==> src/rtl/fetch_unit.sv <==
// fetch_unit: instruction-fetch stage of the pipelined RISC-V core.
// Owns the program counter, drives the synchronous instruction memory and
// presents a registered {pc, pc+4, instruction, valid} bundle to decode.
// The memory returns data one cycle after the address, so the stage keeps
// the address of the word currently on imem_rdata (resp_pc) and a one-entry
// skid buffer that preserves that word while decode is stalled.

module fetch_unit #(
   parameter logic [31:0] RESET_PC  = 32'h0000_0000,
   parameter logic [31:0] NOP_INSTR = 32'h0000_0013
) (
   input  logic        clk,
   input  logic        reset,
   input  logic        stall,
   input  logic        redirect,
   input  logic [31:0] redirect_target,
   input  logic [31:0] imem_rdata,
   output logic [31:0] imem_addr,
   output logic [31:0] id_pc,
   output logic [31:0] id_pc_plus4,
   output logic [31:0] id_instr,
   output logic        id_valid
);

   // Address currently presented to the instruction memory.
   logic [31:0] pc;

   // Address and validity of the word arriving on imem_rdata this cycle.
   logic [31:0] resp_pc;
   logic        resp_valid;

   // Skid buffer: keeps the stalled instruction once the memory has moved on.
   logic [31:0] hold_instr;
   logic        hold_valid;

   // Redirect targets are forced onto a word boundary.
   logic [31:0] target_aligned;

   // Sequential pc, next sequential pc and aligned redirect target.
   logic [31:0] pc_next_seq;

   assign target_aligned = redirect_target & ~32'h0000_0003;
   assign pc_next_seq    = pc + 32'd4;

   // Program counter: redirect beats stall, stall freezes, otherwise step by one word.
   always_ff @(posedge clk or posedge reset) begin
      if (reset) begin
         pc <= RESET_PC;
      end else if (redirect) begin
         pc <= target_aligned;
      end else if (!stall) begin
         pc <= pc_next_seq;
      end
   end

   // Response tracking: the word on imem_rdata next cycle belongs to today's pc,
   // except after a redirect, where the in-flight word is from the wrong path.
   always_ff @(posedge clk or posedge reset) begin
      if (reset) begin
         resp_pc    <= RESET_PC;
         resp_valid <= 1'b0;
      end else if (redirect) begin
         resp_pc    <= target_aligned;
         resp_valid <= 1'b0;
      end else if (!stall) begin
         resp_pc    <= pc;
         resp_valid <= 1'b1;
      end
   end

   // Skid buffer: grab the instruction on the first stalled edge, because from
   // then on the memory is returning the word at resp_pc+4 instead.
   always_ff @(posedge clk or posedge reset) begin
      if (reset) begin
         hold_instr <= 32'h0000_0000;
         hold_valid <= 1'b0;
      end else if (redirect) begin
         hold_valid <= 1'b0;
      end else if (stall) begin
         if (!hold_valid) begin
            hold_instr <= imem_rdata;
            hold_valid <= 1'b1;
         end
      end else begin
         hold_valid <= 1'b0;
      end
   end

   // Decode-side bundle: bubbles show a NOP, stalled cycles show the held word.
   always_comb begin
      imem_addr   = pc;
      id_pc       = resp_pc;
      id_pc_plus4 = resp_pc + 32'd4;
      id_valid    = resp_valid;
      id_instr    = NOP_INSTR;
      if (resp_valid) begin
         id_instr = hold_valid ? hold_instr : imem_rdata;
      end
   end

endmodule

==> config.mk <==
export PLATFORM = sky130hd
export DESIGN_NAME = fetch_unit
export DESIGN_NICKNAME = d
export VERILOG_FILES = /design/src/rtl/fetch_unit.sv
export SDC_FILE = /design/constraint.sdc
export NUM_CORES = 1
export LEC_CHECK = 0
export CAP_MARGIN = 20
export CORE_MARGIN = 2
export CORE_UTILIZATION = 45
export CTS_CLUSTER_SIZE = 24
export DETAILED_ROUTE_END_ITERATION = 16
export GPL_ROUTABILITY_DRIVEN = 0
export GPL_TIMING_DRIVEN = 0
export PLACE_DENSITY = 0.91
export SETUP_SLACK_MARGIN = 0.15
export SLEW_MARGIN = 30
export SYNTH_ARGS = -nofsm -noshare
export SYNTH_HDL_FRONTEND = slang
export SYNTH_SLANG_ARGS = --single-unit
==> constraint.sdc <==
create_clock -name clk -period 4.44 [get_ports clk]
set_input_delay 0.888 -clock clk [delete_from_list [all_inputs] [get_ports clk]]
set_output_delay 0.888 -clock clk [all_outputs]
set_load 0.01 [all_outputs]
==> results of run 1 <==
## synth_stat cells (2+ instances only)
cell type,count
nor4_1,4
nand3_1,24
xnor2_1,28
a21oi_1,39
nor4_2,2
or3_1,2
inv_1,10
dfrtp_1,95
a41o_1,2
and3_2,2
and4_1,4
clkbuf_1,15
nand4_1,10
nor2b_1,5
a311oi_1,3
buf_4,6
nand2_1,29
and3_1,7
o21ai_0,8
mux2_2,31
xor2_1,14
buf_2,4
nor3_1,5
a211oi_1,6
o211ai_1,2
o21bai_1,2
mux2i_1,63
nand3_2,3
and2_1,2
ha_1,2
buf_1,8
nor2_1,72
## report_power, final
group / internal, mW / total, mW / switching (mW)
Sequential: 0.973 / 1.10 / 0.123
Combinational: 0.388 / 0.691 / 0.303
Clock: 0.394 / 0.723 / 0.329
## stage by stage
stage                     hold slack (ns)  setup slack (ns)
after floorplan                     0.458              1.07
after global placement              0.473            -0.313
after detailed placement            0.497             0.829
after CTS                           0.511             0.430
after global routing                0.519             0.289
final                               0.504             0.435
## cells in the final DEF (no fill, tap or decap), types with 7 or more instances in the layout
master           Yosys  layout
clkbuf_1            15      16
xnor2_1             28      28
mux2i_1             63      63
mux2_2              31      31
o21ai_0              8       8
clkbuf_16            0       9
buf_1                8       8
nor2_1              72      72
clkdlybuf4s50_1      0     192
dfrtp_1             95      95
nand3_1             24      24
xor2_1              14      14
and3_1               7       7
a21oi_1             39      39
nand4_1             10      10
inv_1               10       9
nand2_1             29      29
## cell families after synthesis
kind of cell | count (synthesis)
AND/OR/NAND/NOR | 180
multiplexers | 96
flip-flops | 95
AO/OA/AOI/OAI | 70
buffers and inverters | 44
XOR/XNOR | 42
adder cells (fa/ha/maj) | 2
other | 1
## worst reg2reg max path, stage by stage (launching register included)
cell	delay (ns)
dfrtp_1	0.45
ha_1	0.27
nand4_1	0.26
nor4bb_1	0.88
nand3_1	0.19
xor2_1	0.18
a21oi_1	0.14
## sequential cells by signal, indices dropped and copies added (netlist names)
signal,flops
hold_instr,32
id_valid,1
hold_valid,1
imem_addr,30
id_pc,31
## metal layers
metal	wire (µm)	track usage, %	up-vias
met5	0	0	-
met4	338	9.92	0
met3	1350	5.14	29
met2	8070	43.7	229
met1	6800	32.6	2422
li1	-	-	2283
## worst paths after layout
| path | slack, ns | startpoint | depth (start not counted) | to |
|---|---|---|---|---|
| worst min register to register | 0.50 | hold_instr[20] | 1 | hold_instr[20] |
| min in group asynchronous | 0.93 | reset | 2 | hold_instr[24] |
| worst max register to register | 2.01 | imem_addr[2] | 6 | imem_addr[24] |
| worst max-delay path | 0.44 | id_pc[2] | 7 | id_pc_plus4[30] |
| worst min-delay path | 0.50 | hold_instr[20] | 1 | hold_instr[20] |
| max in group asynchronous | 2.90 | reset | 3 | id_pc[20] |
## area by class of cell
type	count	area, µm²	share of cell area (%)
buffer	34	163	2.10
timing repair buffer	193	1950	25.2
sequential	95	2380	30.7
clock buffer	11	243	3.14
inverter	10	42.5	0.549
multi-input combinational	392	2760	35.6
tap	143	179	2.31
clock inverter	5	33.8	0.436
==> results.md, run 1 <==
- Multiplexer area fraction after synthesis: 18.9%
- Synth Area in Adders: 0.470%
- CTS tree: yes
- Drt first-iter violations: 419
- Initial Utilization: 46.5%
- WL per Instance: 18.7 µm
- Hold Path Class: reg2reg
- Setup bufs post-CTS: 0
- Syn Inst Count: 530
- Die width: 113 µm
- Ports: 197
- Area growth, synth to finish: 45.3%
- Post-synthesis compound-gate area fraction: 8.05%
- Cell Area, Placed: 7470 µm²
- Final setup violation count: 0
- CTS resizes: 0
- Port bufs: 192
- Worst-Margin Slew: 0.957 ns
- Clock-pin slew on the worst setup and hold paths: 0.07 ns
- Pwr Density: 324 nW/µm²
- Cell family with most CP delay: simple AND/OR/NAND/NOR gates
- Setup crit start kind: flip-flop
- Seq/Total Area, Yosys: between 40% and 50%
- Synth area leader: dfrtp_1
- Simple-gate area share of the yosys netlist: 17.3%
- Via count: roughly 5.0k
- Async SR Flop Fraction: 100%
- Post-route total power: 2.51 mW
- Antenna violations before repair: 0
- Slew headroom: 35.4%
- Hold buffers post-CTS: 0
- CP bufs+invs: 2
- Synth top area share: 44.6%
- Slowest CP cell: or4_4
- Fin util: about two thirds
- Max Fclk: 250 MHz
- Required @ worst endpoint: roughly 3.6 ns
- Mean Syn Cell Area: 10.1 µm²
- Max stage delay on crit path: 0.58 ns
- RSZ-0062 raised after global routing: no
- Post-synth EDFFs: 0
- Setup TNS: 0 ns
- Core area: 11,500 µm²
- Minimum clock period: 4.00 ns
- H-Tree Depth: 3
- Leak pwr: 3.12 nW
- Worst setup path class: reg2out
- Largest family of logic cells by synthesized area: multiplexers
- YS warnings: 0
- Overall Global Routing Usage: 25.8%
- Final #Nets: 805
- Final Max Tran Viols: 0
- Netlist Area Pre-Place: 5330 µm²
- Skew-Pair Late Insertion Delay: 0.34 ns
- Worst Clk Skew: about 0.010 ns
- Vias in the first global route: 4,992
- Synth Flop Type: dfrtp_1
- # diodes: 0
- 1st-pass router iterations: 5
- Post-synthesis xor/xnor area fraction: 6.90%
- Yosys reg bits: 95
- Residual overflow from global routing: 0
- Critical Path Sink Type: output port
- Clock tree buffer depth: 2
- Cell Count Post-Placement: 867
- Worst-path cell chain: ha_1, inv_1, or4_4, nor4_2, nand2_1, xnor2_1, clkdlybuf4s50_1
- Endpoints failing hold: 0
- Clock Tree Root: clkbuf_16
- Area contributors post-synth: dfrtp_1 (45%), mux2i_1 (12%), mux2_2 (6.6%)
- WP data arrival: between 3 and 4 ns
- Residual DRC count: 0
- Finished Layout Cells: 883
- TritonCTS Sinks: 95
- Hpwl dp: 12,600 µm
- Final WL: 16,600 µm
- Max-Cap Viols: 0
- Outcome: completed
- Rows: 39
- Final critical-path share of the clock period: 90.2%
- Crit path max fanout: 6
- Post-synth cell types: 53
- Post-route antenna net violation count: 0
- First-pass GRT wire length: 26,200 µm
- Chip Height: 113 µm
- Max VDD drop: 180 µV
- Largest net degree at the start of global routing: 57
- Layout cell share with drive strength beyond 1: 10.0%
- CTS Buf Count: 9
- DIE AREA: 12,700 µm²
- DR vias/cell: 5.62
- Final instance area: 7740 µm²
- FILL cells: roughly 860
Power figures use the tool's default switching activity.
==> run 2: changes to the inputs <==
- CAP_MARGIN: 20 -> default
==> results of run 2 <==
Same layout as run 1: the final DEF is identical, and so are final timing and power.
==> run 3: changes to the inputs <==
- clock period: 4.44 -> 4.7 ns (I/O delays scaled with it)
==> results of run 3 <==
Same layout as run 1 (identical final DEF). Status: completed.
Among the figures that moved: setup slack after placement 0.829 ns -> 1.04 ns; setup slack after layout 0.435 ns -> 0.643 ns; register-to-register setup slack 2.01 ns -> 2.27 ns; total power 2.51 mW -> 2.37 mW; worst IR drop on VDD 180 µV -> 170 µV
